<file path="src/rtl/fetch_buffer_pkg.sv">
// Shared fetch front-end types and default widths.
// The backend imports fetch_entry_s to decode queue entries.
package fetch_buffer_pkg;

   localparam int unsigned I_WIDTH_DEF = 12;
   localparam int unsigned A_WIDTH_DEF = 8;
   localparam int unsigned DEPTH_DEF   = 4;

   typedef struct packed {
      logic [A_WIDTH_DEF-1:0] addr;
      logic [I_WIDTH_DEF-1:0] data;
   } fetch_entry_s;

   // Room for one more request given buffered plus in-flight entries.
   function automatic logic has_credit(
      input int unsigned used,
      input int unsigned depth
   );
      return used < depth;
   endfunction

endpackage

</file>
<file path="src/rtl/fetch_ring.sv">
// DEPTH-entry ring buffer of fetch entries.
// Flush empties it in one cycle and wins over push and pop.
module fetch_ring
   import fetch_buffer_pkg::*;
#(
   parameter int unsigned DEPTH   = DEPTH_DEF,
   parameter type         entry_t = fetch_entry_s
) (
   input  logic                       clk,
   input  logic                       rst_i,
   input  logic                       push_i,
   input  entry_t                     entry_i,
   input  logic                       pop_i,
   input  logic                       flush_i,
   output entry_t                     head_o,
   output logic [$clog2(DEPTH+1)-1:0] count_o
);

   localparam int unsigned PW = $clog2(DEPTH);
   localparam int unsigned CW = $clog2(DEPTH+1);

   entry_t          mem_q [DEPTH];
   logic [PW-1:0]   head_q, head_d;
   logic [PW-1:0]   tail_q, tail_d;
   logic [CW-1:0]   count_q, count_d;
   logic            pop_ok;
   logic            push_ok;

   // Pointer and occupancy next-state; pops on an empty ring are dropped.
   always_comb begin
      head_d  = head_q;
      tail_d  = tail_q;
      count_d = count_q;
      pop_ok  = pop_i && (count_q != '0) && !flush_i;
      push_ok = push_i && !flush_i;
      if (flush_i) begin
         head_d  = '0;
         tail_d  = '0;
         count_d = '0;
      end else begin
         if (push_ok) tail_d = tail_q + 1'b1;
         if (pop_ok)  head_d = head_q + 1'b1;
         count_d = count_q + CW'(push_ok) - CW'(pop_ok);
      end
   end

   // Pointer and occupancy registers.
   always_ff @(posedge clk or posedge rst_i) begin
      if (rst_i) begin
         head_q  <= '0;
         tail_q  <= '0;
         count_q <= '0;
      end else begin
         head_q  <= head_d;
         tail_q  <= tail_d;
         count_q <= count_d;
      end
   end

   // Entry storage, cleared on reset so the head reads zero.
   always_ff @(posedge clk or posedge rst_i) begin
      if (rst_i) begin
         mem_q <= '{default: '0};
      end else if (push_ok) begin
         mem_q[tail_q] <= entry_i;
      end
   end

   assign head_o  = mem_q[head_q];
   assign count_o = count_q;

endmodule

</file>
<file path="src/rtl/fetch_buffer.sv">
// Decoupled fetch front end: PC, issue credit, in-flight tag, restart.
// Returned words are queued with their address in fetch_ring.
module fetch_buffer
   import fetch_buffer_pkg::*;
#(
   parameter int unsigned I_WIDTH = I_WIDTH_DEF,
   parameter int unsigned A_WIDTH = A_WIDTH_DEF,
   parameter int unsigned DEPTH   = DEPTH_DEF
) (
   input  logic                       clk,
   input  logic                       reset_i,
   input  logic                       restart_i,
   input  logic [A_WIDTH-1:0]         restart_addr_i,
   input  logic                       deque_i,
   output logic                       imem_rd_o,
   output logic [A_WIDTH-1:0]         imem_addr_o,
   input  logic [I_WIDTH-1:0]         imem_data_i,
   output logic [I_WIDTH-1:0]         instruction_data_o,
   output logic [A_WIDTH-1:0]         instruction_addr_o,
   output logic                       instruction_ready_o,
   output logic [$clog2(DEPTH+1)-1:0] count_o
);

   localparam int unsigned CW = $clog2(DEPTH+1);

   typedef struct packed {
      logic [A_WIDTH-1:0] addr;
      logic [I_WIDTH-1:0] data;
   } entry_t;

   logic [A_WIDTH-1:0] pc_q, pc_d;
   logic [A_WIDTH-1:0] tag_q, tag_d;
   logic               inflight_q, inflight_d;
   logic               issue;
   logic               push;
   logic               pop;
   logic [CW-1:0]      count;
   entry_t             push_entry;
   entry_t             head;

   // Issue only while buffered plus in-flight entries leave a free slot.
   always_comb begin
      issue = !reset_i && !restart_i &&
              has_credit(int'(count) + int'(inflight_q), DEPTH);
      push  = inflight_q && !restart_i;
      pop   = deque_i && (count != '0) && !restart_i;
      push_entry.addr = tag_q;
      push_entry.data = imem_data_i;
   end

   // PC, in-flight flag and tag next-state; restart redirects and drops.
   always_comb begin
      pc_d       = pc_q;
      tag_d      = tag_q;
      inflight_d = 1'b0;
      if (restart_i) begin
         pc_d = restart_addr_i;
      end else if (issue) begin
         pc_d       = pc_q + 1'b1;
         tag_d      = pc_q;
         inflight_d = 1'b1;
      end
   end

   // Fetch control registers.
   always_ff @(posedge clk or posedge reset_i) begin
      if (reset_i) begin
         pc_q       <= '0;
         tag_q      <= '0;
         inflight_q <= 1'b0;
      end else begin
         pc_q       <= pc_d;
         tag_q      <= tag_d;
         inflight_q <= inflight_d;
      end
   end

   fetch_ring #(
      .DEPTH   (DEPTH),
      .entry_t (entry_t)
   ) u_ring (
      .clk     (clk),
      .rst_i   (reset_i),
      .push_i  (push),
      .entry_i (push_entry),
      .pop_i   (pop),
      .flush_i (restart_i),
      .head_o  (head),
      .count_o (count)
   );

   assign imem_rd_o           = issue;
   assign imem_addr_o         = pc_q;
   assign instruction_data_o  = head.data;
   assign instruction_addr_o  = head.addr;
   assign instruction_ready_o = (count != '0);
   assign count_o             = count;

endmodule

</file>
<file path="config.mk">
export PLATFORM = sky130hd
export DESIGN_NAME = fetch_buffer
export DESIGN_NICKNAME = d
export VERILOG_FILES = /design/src/rtl/fetch_buffer_pkg.sv /design/src/rtl/fetch_ring.sv /design/src/rtl/fetch_buffer.sv
export SDC_FILE = /design/constraint.sdc
export NUM_CORES = 1
export LEC_CHECK = 0
export ABC_AREA = 1
export CAP_MARGIN = 20
export CELL_PAD_IN_SITES_DETAIL_PLACEMENT = 0
export CELL_PAD_IN_SITES_GLOBAL_PLACEMENT = 1
export CORE_AREA = 2 2 117 119
export DETAILED_ROUTE_END_ITERATION = 16
export DIE_AREA = 0 0 119 121
export PLACE_DENSITY = 0.85
export SKIP_LAST_GASP = 1
export SLEW_MARGIN = 15
export SYNTH_ARGS = -nofsm -noshare
export SYNTH_HDL_FRONTEND = slang
export SYNTH_SLANG_ARGS = --single-unit
</file>
<file path="constraint.sdc">
create_clock -name clk -period 3.35 [get_ports clk]
set_input_delay 0.67 -clock clk [delete_from_list [all_inputs] [get_ports clk]]
set_output_delay 0.67 -clock clk [all_outputs]
set_load 0.02 [all_outputs]
</file>
Yosys cells after proc, flatten, opt, wreduce, memory -nomap -nowiden. Index checks and enable logic that the tools add are counted.

Input bits: 24. Word-level logic and storage cells: 58. Flip-flop bits (word level): 104. Output and inout bits: 33.

Reductions and logical operators: 16. $add $sub $neg: 6. Bitwise gates (word level): 3. Magnitude comparators: 4. Muxes and demuxes: 15.

Operator list (number): 80-bit bitwise mux (1); 20-bit two-way mux (3); 20-bit binary-select mux with 2-bit select (1); 20-bit demux with 2-bit select (1); 8-bit two-way mux (2); 1-bit logical AND (9); 8-bit by 1-bit adder with 8-bit output (second input constant) (1); 2-bit two-way mux (4); 3-bit >= comparator (second input constant) (2); 2-bit inverter with 3-bit output (2); 2-bit nonzero test (3); 2-bit by 1-bit adder with 2-bit output (second input constant) (2); 3-bit by 1-bit adder with 4-bit output (1); 4-bit by 3-bit < comparator with 1-bit output (second input constant) (1); 3-bit by 1-bit adder with 3-bit output (1); 3-bit by 1-bit < comparator with 1-bit output (second input constant) (1); 3-bit two-way mux (1); 3-bit nonzero test (1); 3-bit by 1-bit subtractor with 3-bit output (1); 1-bit zero test (2); 1-bit two-way mux (2); 2-bit AND reduction (1); 1-bit inverter (1).

Logic depth before layout (Yosys ltp).
Depth after elaboration: 7. Mapped depth: 11. Gate-level depth less buffers: 11.

Modules after synthesis. From an unflattened synthesis, not the netlist that was laid out.

Cell total of the unflattened synthesis: 560. Area total of the unflattened synthesis: 5084.9 sq um.

By module, submodules not included: fetch_ring (times used 1, seq. area each 2177.1 sq um, cells each 444, area an instance 4161.5 sq um); fetch_buffer (times used 1, seq. area each 425.4 sq um, cells each 116, area an instance 923.4 sq um).

Worst setup path after synthesis. Ideal clock, no wire load.

Kind: reg-to-reg. Start point: reg u_ring.count_q[1], in the netlist u_ring.count_o[1]. End point: reg u_ring.count_q[2], in the netlist u_ring.count_o[2]. Data arrival time: 1.985 ns. Required time: 3.227 ns. Slack: 1.242 ns. Buffers on the path: 0. Setup time: 0.123 ns. Period minus slack after synthesis: 2.108 ns. Stages on the path, launching flop included: 12. Cell sequence: dfrtp_1 > nor2_1 > nand2_1 > nand2_1 > nor2_1 > ha_1 > inv_1 > ha_1 > inv_1 > fa_1 > o21ai_0 > a21oi_1.

Word-level cells in the longest chain between the ends: 7. Elaborated cells between the ends (all ways): 8. Those cells by class: add/sub (2); mux (1); reduce/logical (5).

Ends and longest elaborated chain: from (decl) (RTL line fetch_ring.sv:25) `logic [CW-1:0] count_q, count_d;`; from (signal assigned) (RTL line fetch_ring.sv:56) `count_q <= count_d;`; 3-bit nonzero test *; net instruction_ready_o (RTL line fetch_buffer.sv:20) `output logic instruction_ready_o,`; 1-bit logical AND (2 in series) (RTL line fetch_buffer.sv:46) `pop = deque_i && (count != '0) && !restart_i;`; 1-bit logical AND * (2 in series) (RTL line fetch_ring.sv:34) `pop_ok = pop_i && (count_q != '0) && !flush_i;`; 3-bit by 1-bit subtractor with 3-bit output * (RTL line fetch_ring.sv:43) `count_d = count_q + CW'(push_ok) - CW'(pop_ok);`; 3-bit two-way mux * (RTL line fetch_ring.sv:36) `if (flush_i) begin`; net u_ring.count_d[2] (RTL line fetch_ring.sv:25).

The timed path passes the listed nets; every way through them passes the cells marked *. A chain may end at the register's enable or synchronous reset.

Worst setup path after layout.
Start point: reg u_ring.head_q[0]. End point: out instruction_addr_o[1].

Word-level cells in the longest chain between the ends: 4.

Ends and longest elaborated chain: from (decl) (RTL line fetch_ring.sv:23) `logic [PW-1:0] head_q, head_d;`; from (signal assigned) (RTL line fetch_ring.sv:50) `head_q <= '0;`; from (signal assigned) (RTL line fetch_ring.sv:54) `head_q <= head_d;`; 2-bit inverter with 3-bit output (not written as such) (RTL line fetch_ring.sv:69) `assign head_o = mem_q[head_q];`; 20-bit binary-select mux with 2-bit select (RTL line fetch_ring.sv:69); 20-bit two-way mux (not written as such) (2 in series) (RTL line fetch_ring.sv:69); to (decl) (RTL line fetch_buffer.sv:19) `output logic [A_WIDTH-1:0] instruction_addr_o,`.

No other way between the ends. The select of a mux whose other input is x is not followed.

==> results list <==
- Across the run, the number of max-cap violations was 0.
- Cts repair resizes: 0
- Summing every instance area after synthesis gives 4890 sq um.
- Unrepaired setup endpoints after global routing: no
- Period utilisation layout: 87.5%
- Total congestion overflow after global routing: 0
- The floorplan has 42 rows.
- Detailed placement finished with a half-perimeter wire length of 6.73 mm.
* Final critical-path required period: 2.93 ns
- TritonCTS created 9 clock buffers.
- In this run the static leakage power is 2.72 nW.
- P per Cell Area: 843 nW/um^2
- Share of the core filled with cells in the final layout: 44.1%
* Net count of the mapped netlist: 590
* Longest Clk Path Bufs: 2
- Of all cell types, the one taking the most synthesized area is sky130_fd_sc_hd__dfrtp_1.
- Top area cells in the synthesized netlist: sky130_fd_sc_hd__dfrtp_1 (53%), sky130_fd_sc_hd__nand2_1 (9.7%), sky130_fd_sc_hd__o21ai_1 (6.6%)
- The number of cells on the worst reg-to-reg path is 11.
* Top-area cell type share of the netlist area: 53.2%
- Post-synthesis sequential element count: 104
- The initial antenna violation count was 0.
- Summed over all failing endpoints, the final setup total negative slack is 0 ns.
- The completed layout was analyzed and its total power is 4.87 mW.
* Destination of the critical timing path: instruction_addr_o[1]
* Count of final setup violators: 0
* Via count of the first global-routing pass: 3843
* Startpoint class of the critical path: flip-flop
- In the synthesized netlist, the cells that appear most often are sky130_fd_sc_hd__nand2_1 (126), sky130_fd_sc_hd__dfrtp_1 (104), sky130_fd_sc_hd__o21ai_1 (65).
- After clock tree synthesis, the clock-pin slew on the worst setup and hold paths is 0.06 ns.
* Die width: 119 um
* First-pass GRT wire length: 19.0 mm
* Largest net degree at the start of global routing: 105
* Remaining number of nets flagged by the antenna check after routing: 0
* Routability cong.: 0.769
- Run status: finished, final reports clean
- Detailed routing inserted a total of 3839 vias.
* Number of iterations in the first detailed-routing pass: 5
- DRC violations left: 0
- The H-tree generated during clock tree synthesis spans 3 levels.
- Actual slew at the worst max-slew pin: 0.686 ns
- The placed instances occupy a cell area of 5480 sq um.
- Data arrival, critical path: 2.26 ns
- DRC marker count from the first detailed-route iteration: 299
- # Post-CTS Setup Buffers: 0
- The repair_antennas step left the layout with diodes totalling 0.
- Starting density of the core: 37.4%
- In this run the tightest slew margin relative to its limit is 54.2%.
* Endpoint type of the worst setup path: output pin
* Clock root buffer: sky130_fd_sc_hd__clkbuf_16
- VDD sags by at most 0.000459 V.
- Cells with a size suffix above 1 make up 7.50% of the layout.
- The startpoint identified for the worst register-to-register timing path is u_ring.count_o[1].
* Type of the setup path with the least slack: reg -> out
* Area added between synthesis and finish: 17.9%
* CTS tree: done
- The setup check on the worst reg-to-reg path leaves a slack of 1.20 ns.
- After detailed routing, the average wire length per cell comes to 14.0 um.
- For this design, the CTS-stage hold fixing added 0 buffers.
* Number of I/O pins: 57
- Summing the sequential cell areas from Yosys gives 53.2% of the chip area.
- Clock tree sinks: 104
- Number of pins with negative max-slew slack in the final report: 0
- In this run the worst setup path begins at u_ring.head_q[0].
- Wires add up to 10.9 mm.
- During placement, the flow inserted port buffers numbering 56.
- At the end of the flow, the number of nets in the layout was 629.
* Syn. warnings: 0
- Of all flip-flops after synthesis, the portion carrying an async set or reset was 100%.
* Number of synthesized flops with an enable pin: 0
- The finished cells cover 5770 sq um.
- Die area: 14400 sq um
- Dividing the synthesized area by the synthesized cell count gives 8.79 sq um.
- At the worst endpoint, the required time is 2.68 ns.
* Clock latency of the later-clocked register in the worst-skew pair: 0.34 ns
* Via density per instance: 4.95
* Post-Synthesis Cells: 557
* Worst hold path type: reg -> reg
- Hold is met by 0.485 ns.
- Endpoints failing hold: 0
- The total area inside the core boundary comes to 13100 sq um.
- The worst register-to-register path ends at u_ring.count_o[2].
- Largest fanout on the critical path: 16
* Most common cell in the netlist: sky130_fd_sc_hd__nand2_1
* Post-synth cell types: 22
- Top achievable clock speed: 341 MHz
* Main synth FF type: sky130_fd_sc_hd__dfrtp_1
* Total routing resource utilization after global routing: 16.3%
- Die H: 121 um
- Between clock sinks in the finished design, the worst skew comes to 0.00773 ns.
[worst max-delay path: stages, from the launching register on]
cell and delay [ns]:
sky130_fd_sc_hd__dfrtp_1 0.37, sky130_fd_sc_hd__inv_1 0.32, sky130_fd_sc_hd__buf_4 0.30, sky130_fd_sc_hd__o21ai_0 0.10
sky130_fd_sc_hd__o22ai_1 0.17, sky130_fd_sc_hd__clkdlybuf4s50_1 0.67
[placed cells by master, fill, tap and decap left out]
| cell type | synthesis | layout |
|---|---|---|
| sky130_fd_sc_hd__dfrtp_1 | 104 | 104 |
| sky130_fd_sc_hd__nand2_1 | 126 | 126 |
| sky130_fd_sc_hd__clkbuf_16 | 0 | 9 |
| sky130_fd_sc_hd__buf_4 | 1 | 6 |
| sky130_fd_sc_hd__nand4_1 | 2 | 2 |
| sky130_fd_sc_hd__inv_1 | 41 | 40 |
| sky130_fd_sc_hd__o22ai_1 | 20 | 20 |
| sky130_fd_sc_hd__ha_1 | 8 | 8 |
| sky130_fd_sc_hd__inv_2 | 1 | 1 |
| sky130_fd_sc_hd__clkinvlp_4 | 0 | 2 |
| sky130_fd_sc_hd__xor2_1 | 3 | 3 |
| sky130_fd_sc_hd__fa_1 | 1 | 1 |
| sky130_fd_sc_hd__clkbuf_8 | 0 | 1 |
| sky130_fd_sc_hd__a21oi_1 | 1 | 1 |
| sky130_fd_sc_hd__bufinv_16 | 0 | 1 |
| sky130_fd_sc_hd__nand2_4 | 4 | 4 |
| sky130_fd_sc_hd__buf_12 | 0 | 1 |
| sky130_fd_sc_hd__o21ai_1 | 65 | 65 |
| sky130_fd_sc_hd__clkdlybuf4s50_1 | 0 | 56 |
| sky130_fd_sc_hd__nand3_1 | 24 | 24 |
| sky130_fd_sc_hd__nor2_2 | 1 | 1 |
| sky130_fd_sc_hd__clkbuf_1 | 12 | 2 |
| sky130_fd_sc_hd__nor2_4 | 1 | 1 |
| sky130_fd_sc_hd__o21ai_0 | 53 | 53 |
| sky130_fd_sc_hd__o21ai_2 | 17 | 17 |
| sky130_fd_sc_hd__clkinv_2 | 0 | 1 |
| sky130_fd_sc_hd__nor2_1 | 50 | 50 |
[state kept, by name, summed over array words and instances, names as in the netlist]
name	cells
u_ring.mem_q	80
imem_addr_o	8
tag_q	8
u_ring.count_o	3
u_ring.head_q	2
u_ring.tail_q	2
inflight_q	1
[layout make-up]
type | count | area, sq um
multi-input combinational | 376 | 1870
inverter | 42 | 161
sequential | 104 | 2600
timing repair buffer | 63 | 626
tap | 176 | 220
fill | 1277 | 7310
clock inverter | 3 | 42.5
clock buffer | 12 | 246
[how the worst min path moves through the flow]
stage                startpoint               end  slack [ns]  cells past startpoint
4_1_cts        u_ring.mem_q[43]  u_ring.mem_q[43]        0.48                      2
3_5_place_dp   u_ring.mem_q[43]  u_ring.mem_q[43]        0.47                      2
6_report       u_ring.mem_q[54]  u_ring.mem_q[54]        0.48                      2
3_3_place_gp   u_ring.mem_q[30]  u_ring.mem_q[30]        0.46                      2
5_1_grt        u_ring.mem_q[17]  u_ring.mem_q[17]        0.51                      2
2_1_floorplan  u_ring.mem_q[30]  u_ring.mem_q[30]        0.45                      2
[kinds of logic (layout without fill, tap and decap cells)]
| group | Yosys count | count (layout) | synth area share [%] |
|---|---|---|---|
| AO/OA/AOI/OAI | 156 | 156 | 17.8 |
| adder cells (fa/ha/maj) | 9 | 9 | 2.45 |
| XOR/XNOR | 3 | 3 | 0.537 |
| flip-flops | 104 | 104 | 53.2 |
| AND/OR/NAND/NOR | 208 | 208 | 17.5 |
| buffers and inverters | 77 | 120 | 8.59 |
[per-layer routing]
layer  wire, um  part of all wire, %  global-route usage, %
met1       5000                   46                   21.9
met2       5200                   48                   26.6
met3        615                  5.7                   4.56
met4         48                 0.44                   3.05
met5          0                    0                      0
[through the flow]
step | worst slack, ns | std cells
6_report | 0.418 | 776
5_1_grt | 0.219 | 776
4_1_cts | 0.387 | 776
3_5_place_dp | 0.571 | 761
3_3_place_gp | 0.563 | 761
2_1_floorplan | 1.24 | 557
[where the power goes]
part	leakage [nW]	internal, mW	switching (mW)	total [mW]
Combinational	1.21	0.856	1.16	2.02
Sequential	1.37	1.60	0.215	1.82
Clock	0.139	0.595	0.433	1.03
Power figures use the tool's default switching activity.
